$ cat src/rtl/saber_pkg.sv
// Snapshot types for the saber pose history.
// Each snapshot holds four endpoints, and each endpoint is a packed x/y/z coordinate.
package saber_pkg;

    localparam int COORD_XY_W = 12;
    localparam int COORD_Z_W  = 14;

    typedef struct packed {
        logic [COORD_XY_W-1:0] x;
        logic [COORD_XY_W-1:0] y;
        logic [COORD_Z_W-1:0]  z;
    } endpoint_t;

    typedef struct packed {
        endpoint_t left_bottom;
        endpoint_t left_top;
        endpoint_t right_bottom;
        endpoint_t right_top;
    } saber_snap_t;

    localparam int SNAP_W = $bits(saber_snap_t);

endpackage

$ cat src/rtl/rr_arbiter2.sv
// Two-way round-robin arbiter with a combinational grant.
// On contention, the requester that was not served last wins.
module rr_arbiter2 (
    input  logic [1:0] req,
    input  logic       last_grant,
    output logic [1:0] grant
);

    always_comb begin
        grant = 2'b00;
        case (req)
            2'b01:   grant = 2'b01;
            2'b10:   grant = 2'b10;
            2'b11:   grant = last_grant ? 2'b01 : 2'b10;
            default: grant = 2'b00;
        endcase
    end

endmodule

$ cat src/rtl/saber_history_ctrl.sv
// Ring buffer of saber snapshots, sampled every SAMPLE_PERIOD game ticks.
// A single read port is shared between the trail renderer and the collision checker.
module saber_history_ctrl
    import saber_pkg::*;
#(
    parameter  int DEPTH         = 8,
    parameter  int SAMPLE_PERIOD = 11,
    localparam int AGE_W         = $clog2(DEPTH)
) (
    input  logic                clk_in,
    input  logic                rst_in,
    input  logic [17:0]         curr_time,
    input  logic                sample_en,
    input  logic [SNAP_W-1:0]   snap_in,
    input  logic [1:0]          req_valid,
    input  logic [2*AGE_W-1:0]  req_age,
    output logic [1:0]          req_ready,
    output logic                rsp_valid,
    output logic                rsp_id,
    output logic                rsp_hit,
    output logic [SNAP_W-1:0]   rsp_data,
    output logic [AGE_W:0]      fill_count,
    output logic                sample_pulse
);

    localparam int               CNT_W    = (SAMPLE_PERIOD > 1) ? $clog2(SAMPLE_PERIOD) : 1;
    localparam logic [CNT_W-1:0] CNT_LAST = CNT_W'(SAMPLE_PERIOD - 1);
    localparam logic [AGE_W:0]   FILL_MAX = (AGE_W + 1)'(DEPTH);

    logic [17:0]       last_time_q, last_time_d;
    logic [CNT_W-1:0]  tick_cnt_q, tick_cnt_d;
    logic [AGE_W-1:0]  wr_ptr_q, wr_ptr_d;
    logic [AGE_W:0]    fill_q, fill_d;
    logic              last_grant_q, last_grant_d;
    logic              sample_pulse_q, sample_pulse_d;
    logic              rsp_valid_q, rsp_valid_d;
    logic              rsp_id_q, rsp_id_d;
    logic              rsp_hit_q, rsp_hit_d;
    logic [SNAP_W-1:0] rsp_data_q, rsp_data_d;
    logic [SNAP_W-1:0] mem_q [DEPTH];

    logic              tick;
    logic              wr_en;
    logic [1:0]        grant;
    logic [AGE_W-1:0]  rd_age;
    logic [AGE_W-1:0]  rd_idx;
    logic              rd_hit;

    rr_arbiter2 u_arb (
        .req        (req_valid),
        .last_grant (last_grant_q),
        .grant      (grant)
    );

    // NOTE: every combinational output gets a default first, so no path can infer a latch.
    always_comb begin
        tick           = (curr_time != last_time_q);
        wr_en          = tick && (tick_cnt_q == '0) && sample_en;
        last_time_d    = curr_time;
        tick_cnt_d     = tick_cnt_q;
        wr_ptr_d       = wr_ptr_q;
        fill_d         = fill_q;
        sample_pulse_d = wr_en;

        // The phase counter runs on every tick, even while paused, so pauses keep the sample phase.
        if (tick) begin
            tick_cnt_d = (tick_cnt_q == CNT_LAST) ? '0 : tick_cnt_q + CNT_W'(1);
        end
        if (wr_en) begin
            wr_ptr_d = wr_ptr_q + AGE_W'(1);
            if (fill_q != FILL_MAX) begin
                fill_d = fill_q + (AGE_W + 1)'(1);
            end
        end
    end

    // Reads see the pre-write pointer, fill and array, so a same-cycle write stays invisible.
    always_comb begin
        req_ready    = rst_in ? 2'b00 : grant;
        rd_age       = req_ready[1] ? req_age[AGE_W +: AGE_W] : req_age[0 +: AGE_W];
        rd_idx       = wr_ptr_q - AGE_W'(1) - rd_age;
        rd_hit       = ({1'b0, rd_age} < fill_q);
        last_grant_d = last_grant_q;
        rsp_valid_d  = |req_ready;
        rsp_id_d     = rsp_id_q;
        rsp_hit_d    = rsp_hit_q;
        rsp_data_d   = rsp_data_q;

        if (|req_ready) begin
            last_grant_d = req_ready[1];
            rsp_id_d     = req_ready[1];
            rsp_hit_d    = rd_hit;
            rsp_data_d   = rd_hit ? mem_q[rd_idx] : '0;
        end
    end

    always_ff @(posedge clk_in) begin
        if (rst_in) begin
            last_time_q    <= '0;
            tick_cnt_q     <= '0;
            wr_ptr_q       <= '0;
            fill_q         <= '0;
            last_grant_q   <= 1'b1;
            sample_pulse_q <= 1'b0;
            rsp_valid_q    <= 1'b0;
            rsp_id_q       <= 1'b0;
            rsp_hit_q      <= 1'b0;
            rsp_data_q     <= '0;
        end else begin
            last_time_q    <= last_time_d;
            tick_cnt_q     <= tick_cnt_d;
            wr_ptr_q       <= wr_ptr_d;
            fill_q         <= fill_d;
            last_grant_q   <= last_grant_d;
            sample_pulse_q <= sample_pulse_d;
            rsp_valid_q    <= rsp_valid_d;
            rsp_id_q       <= rsp_id_d;
            rsp_hit_q      <= rsp_hit_d;
            rsp_data_q     <= rsp_data_d;
        end
    end

    // NOTE: the snapshot array has no reset; fill_count gates every read, so stale slots are never returned.
    always_ff @(posedge clk_in) begin
        if (wr_en && !rst_in) begin
            mem_q[wr_ptr_q] <= snap_in;
        end
    end

    assign rsp_valid    = rsp_valid_q;
    assign rsp_id       = rsp_id_q;
    assign rsp_hit      = rsp_hit_q;
    assign rsp_data     = rsp_data_q;
    assign fill_count   = fill_q;
    assign sample_pulse = sample_pulse_q;

endmodule

$ cat config.mk
export PLATFORM = sky130hd
export DESIGN_NAME = saber_history_ctrl
export DESIGN_NICKNAME = d
export VERILOG_FILES = /design/src/rtl/saber_pkg.sv /design/src/rtl/rr_arbiter2.sv /design/src/rtl/saber_history_ctrl.sv
export SDC_FILE = /design/constraint.sdc
export NUM_CORES = 2
export LEC_CHECK = 0
export CORE_MARGIN = 2
export CORE_UTILIZATION = 53
export DETAILED_ROUTE_END_ITERATION = 10
export PLACE_DENSITY = 0.78
export SETUP_SLACK_MARGIN = 0.05
export SLEW_MARGIN = 20
export SYNTH_ARGS = -nofsm -noshare
export SYNTH_HDL_FRONTEND = slang
export SYNTH_SLANG_ARGS = --single-unit
export TNS_END_PERCENT = 20
$ cat constraint.sdc
create_clock -name clk_in -period 21.4 [get_ports clk_in]
set_clock_uncertainty 0.1 [all_clocks]
set_input_delay 5.35 -clock clk_in [delete_from_list [all_inputs] [get_ports clk_in]]
set_output_delay 5.35 -clock clk_in [all_outputs]
set_load 0.01 [all_outputs]
[Word-level counts from Yosys, hierarchy flattened]
Memory sizes are Yosys's and may differ from the RTL's.
Index checks and enable logic that the tools add are counted.
Operators by class
  add/sub/neg operators: 5
  magnitude comparators: 1
  equal/unequal tests: 6
  muxes and demuxes: 8
  reduce and logical (&&, ||, !) cells: 7
Operators with widths (count)
  2-to-1 mux 152 bit: 1
  inequality test 18 bit: 1
  adder 4 x 1 -> 4 bit (second input constant): 2
  case mux 2 bit (3 select lines): 1
  == test 2 bit (second input constant): 2
  == test 4 bit (second input constant): 1
  zero test 4 bit: 1
  < comparator 3 x 4 -> 1 bit: 1
  2-to-1 mux 2 bit: 2
  2-to-1 mux 4 bit: 1
  inequality test 4 bit (second input constant): 1
  adder 3 x 1 -> 3 bit (second input constant): 1
  logical AND 1 bit: 3
  2-to-1 mux 3 bit: 1
  subtractor 3 x 1 -> 3 bit (second input constant): 1
  subtractor 3 bit: 1
  == test 2 x 1 -> 1 bit (second input constant): 1
  2-to-1 mux 1 bit: 2
  AND reduction 2 bit: 1
  OR reduction 2 bit: 1
  zero test 1 bit: 1
Word-level totals
  register bits after elaboration: 186
  bits in writable memories: 1216
  bits of input ports: 181
  output and inout bits: 162
  memories: 1
Memory list
  mem_q: words 8, bits a word 152, read ports 1, clocked after Yosys merged registers in 0, wr ports 1, line saber_history_ctrl.sv:40  | logic [SNAP_W-1:0] mem_q [DEPTH];

[Logic depth before layout (Yosys ltp)]
An unclocked memory read counts as a cell.
  word-level depth: 7
  depth in mapped cells: 12
  depth with buffers taken out: 10

[Hierarchy]
A second synthesis with hierarchy kept.
Second synthesis, totals
  cell total of the unflattened synthesis: 2430
  area, all modules: 51510.7 sq um
Modules (own cells, without submodules)
  saber_history_ctrl: instances 1, cells an instance 2427, area each 51491.9 sq um, sequential area each 40238.6 sq um
  rr_arbiter2: instances 1, cells an instance 3, area each 18.8 sq um, sequential area each 0.0 sq um

[Worst setup path before layout]
Ideal clock, no wire load.
  kind: input port to flip-flop
  start: in curr_time[4]
  end: mem mem_q[0][0] in the netlist's numbering (enable)
  arrival: 21549 ps
  required time: 20212 ps
  setup slack: -1337 ps
  stages: 6
  path buffers: 1
  cells stage by stage: xor2_1 > nor4_1 > nand3_1 > o21ai_0 > clkbuf_1 > nor4b_1
On the way
  longest elaborated chain between the ends: 6
Ends and longest elaborated chain
  start, declared: line saber_history_ctrl.sv:12  | input logic [17:0] curr_time,
  inequality test 18 bit: line saber_history_ctrl.sv:57  | tick = (curr_time != last_time_q);
  logical AND 1 bit (2 in series): line saber_history_ctrl.sv:58  | wr_en = tick && (tick_cnt_q == '0) && sample_en;
  logical AND 1 bit: line saber_history_ctrl.sv:125  | if (wr_en && !rst_in) begin
  2-to-1 mux 1 bit: line saber_history_ctrl.sv:125
  2-to-1 mux 1 bit (not written as such): line saber_history_ctrl.sv:126  | mem_q[wr_ptr_q] <= snap_in;
  end, declared: line saber_history_ctrl.sv:40
Every way passes these cells.

[Worst setup path after layout]
  start: in rst_in
  end: out req_ready[0]
On the way
  longest elaborated chain between the ends: 1
Ends and longest elaborated chain
  start, declared: line saber_history_ctrl.sv:11  | input logic rst_in,
  2-to-1 mux 2 bit: line saber_history_ctrl.sv:79  | req_ready = rst_in ? 2'b00 : grant;
  end, declared: line saber_history_ctrl.sv:17  | output logic [1:0] req_ready,
Every way passes these cells.

==> results.py <==
metrics = {
    "floorplan": {
        "die_h_um": 315.7,
        "die_x_um": 315.7,
        "start_util_pct": 53.40,
        "io_pins": 343,
        "rows": 114,
        "coreArea_um2": 96420,
        "dieArea_um2": 99650,
    },
    "layout": {
        "area_growth_pct": 18.74,
        "instances_no_fill": 4244,
        "nets": 3028,
        "drive_gt1_share_pct": 19.80,
    },
    "synthesis": {
        "ys_types": 42,
        "synthMostInstantiatedCell": "edfxtp_1",
        "synth_top_area_share_pct": 70.92,
        "synth-edff-count": 1216,
        "syn_nets": 2612,
        "ys_seq_area_share_pct": 78.15,
        "syn_area_um2": 51490,
        "async_flop_share_pct": 0,
        "synth_commonest_cells": "1216 x edfxtp_1, 304 x mux4_2, 186 x dfxtp_1",
        "yosysTopAreaCell": "edfxtp_1",
        "synth_seq_cells": 1402,
        "yosys_most_used_dff": "edfxtp_1",
        "ys_top_cells_by_area": "edfxtp_1 71%, mux4_2 13%, dfxtp_1 7.2%, mux2i_1 3.0%, nand2_1 1.2%",
        "yosysWarnings": 0,
        "synthCells": 2424,
        "syn-mean-instance-area_um2": 21.24,
    },
    "critical_path": {
        "cp.arrival_ns": 6.84,
        "rr_endpoint": "rsp_data[134]",
        "path_max_fanout": 42,
        "crit_required_ns": 15.95,
        "worstSetupPathType": "in -> out",
        "worstSetupStartpointType": "primary input",
        "reg2reg_slack_ns": 15.66,
        "worstSetupEndpointType": "output pin",
        "reg2reg_from": "last_grant_q",
        "ff2ff_path_depth": 10,
    },
    "sta": {
        "setup_ws_ns": 9.106,
        "fin_crit_ns": 12.29,
        "setup_tns_ns": 0,
        "maxSlewViolCount": 0,
        "slew_headroom_pct": 29.31,
        "fmax_mhz": 81.34,
        "tightest_slew_ns": 1.060,
        "rsz0062_at_grt": "no",
        "finalHoldViolCount": 0,
        "finalCritPeriodShare_pct": 57.45,
        "setup_violations": 0,
    },
    "placement": {
        "dpl_worst_slack_ns": 9.124,
        "dpl.hpwl_mm": 59.61,
        "io_buffers": 342,
        "gp_congestion": 0.7342,
        "placed_cells": 3972,
    },
    "pwr": {
        "ir_drop_mv": 0.06740,
        "powerDensity_nw_per_um2": 101.0,
        "total_power_mw": 6.173,
        "power_leakage_nw": 19.87,
    },
    "clock_tree": {
        "cts_max_level": 4,
        "clk_pin_slew_ns": 0.06,
        "post_cts_buffers": 0,
        "worst_skew_pair.late_latency_ns": 0.74,
        "cts.sinks": 1402,
        "cts_tree": "built",
        "clockBufferDepth": 3,
        "cts_root_buf": "clkbuf_16",
        "cts_hold_buf": 0,
        "numCtsBuffers": 142,
        "ctsResizeCount": 0,
    },
    "routing": {
        "dr_total_vias": 24750,
        "finalWirelength_mm": 110.5,
        "wl_per_cell_um": 26.04,
        "drt_first_iter_violations": 2287,
        "vias_per_cell": 5.832,
        "drtPass1Iterations": 5,
        "ant_nets": 0,
        "drc": 0,
    },
    "global_route": {
        "grt_max_degree": 73,
        "grt_antenna_before_repair": 15,
        "grt_pass1_vias": 26160,
        "grt_usage_pct": 22.44,
        "grt_first_pass_wirelength_mm": 163.7,
        "grt_overflow_total": 0,
    },
    "worst_hold_path": {
        "min_path_type": "reg -> reg",
        "whs_path_depth": 2,
        "hold_path_end": "rsp_data[52]",
        "min-delay-start": "rsp_data[52]",
    },
    "flow_run": {
        "cap_violations": 0,
    },
    "outcome": {
        "status": "complete, no violations",
    },
}
metal layers:
layer | part of all wire, % | GRT usage [%] | wire length [µm] | up-vias
met5 | 0.12 | 0 | 130 | -
met4 | 2.0 | 6.377 | 2259 | 18
met3 | 7.5 | 5.346 | 8285 | 192
met2 | 52 | 39.45 | 57910 | 850
met1 | 38 | 27.89 | 41930 | 12990
li1 | - | - | - | 10700
logic make-up (layout without fill, tap and decap cells):
kind of cell	count (synthesis)	in the layout	synth area share (%)
xor+xnor	22	22	0.3888
other cells	0	9	0
fa+ha+maj	7	7	0.1847
mux	462	462	16.38
simple gates	221	221	1.847
buf+inv	133	668	1.225
flops	1402	1402	78.15
compound gates	177	177	1.823
critical path: stages:
cell and delay (ns):
clkdlybuf4s50_1 0.40, buf_4 0.27, nor3b_1 0.24, clkdlybuf4s50_1 0.57
registers in the layout (all words and copies together) (netlist names):
signal	flops
sample_pulse	1
rsp_hit	1
rsp_id	1
last_grant_q	1
rsp_valid	1
mem_q	1216
wr_ptr_q	3
rsp_data	152
last_time_q	18
tick_cnt_q	4
fill_count	4
power breakdown:
part           switching, mW  total, mW  internal [mW]
Combinational          0.325      0.670          0.345
Sequential            0.0284       3.05           3.02
Clock                   1.00       2.45           1.45
Total                   1.36       6.17           4.82
cell usage in the layout, fill, tap and decap left out, types with 4 or more instances in the layout:
master | Yosys | final
a21oi_1 | 9 | 9
buf_4 | 9 | 51
bufinv_16 | 0 | 11
clkbuf_1 | 84 | 33
clkbuf_16 | 0 | 145
clkbuf_8 | 0 | 17
clkdlybuf4s50_1 | 0 | 342
clkinv_1 | 0 | 20
clkinv_2 | 0 | 20
clkinv_8 | 0 | 4
dfxtp_1 | 186 | 186
diode_2 | 0 | 9
edfxtp_1 | 1216 | 1216
ha_1 | 6 | 5
inv_1 | 11 | 11
inv_6 | 0 | 4
mux2i_1 | 155 | 155
mux4_2 | 304 | 304
nand2_1 | 158 | 158
nand2b_1 | 5 | 5
nand3_1 | 4 | 4
nor2_1 | 16 | 13
nor2_4 | 1 | 4
nor2b_1 | 20 | 20
nor4_1 | 6 | 4
o21ai_0 | 79 | 79
o21ai_1 | 80 | 80
xor2_1 | 18 | 18
final cells by class:
type	count	area, µm²
Inverter	11	41.29
Clock buffer	195	3986
Timing Repair Buffer	394	3817
Fill cell	6394	35290
Sequential cell	1402	40240
Antenna cell	9	22.52
Clock inverter	68	716.9
Tap cell	1276	1597
Multi-Input combinational cell	889	10710
metrics by stage:
step                hold slack, ns  utilization (%)  instance area [µm²]
finish                      0.3465            63.40                61130
global placement            0.3352            58.50                56400
global route                0.3672            63.39                61120
floorplan                   0.3453                -                51490
detailed placement          0.3406            58.50                56400
CTS                         0.3488            63.37                61110
how the worst max path moves through the flow:
stage                 start           end
3_3_place_gp         rst_in  req_ready[0]
4_1_cts              rst_in  req_ready[0]
2_1_floorplan  curr_time[4]   mem_q[1][0]
6_report             rst_in  req_ready[0]
5_1_grt              rst_in  req_ready[0]
3_5_place_dp         rst_in  req_ready[0]
Power figures use the tool's default switching activity.
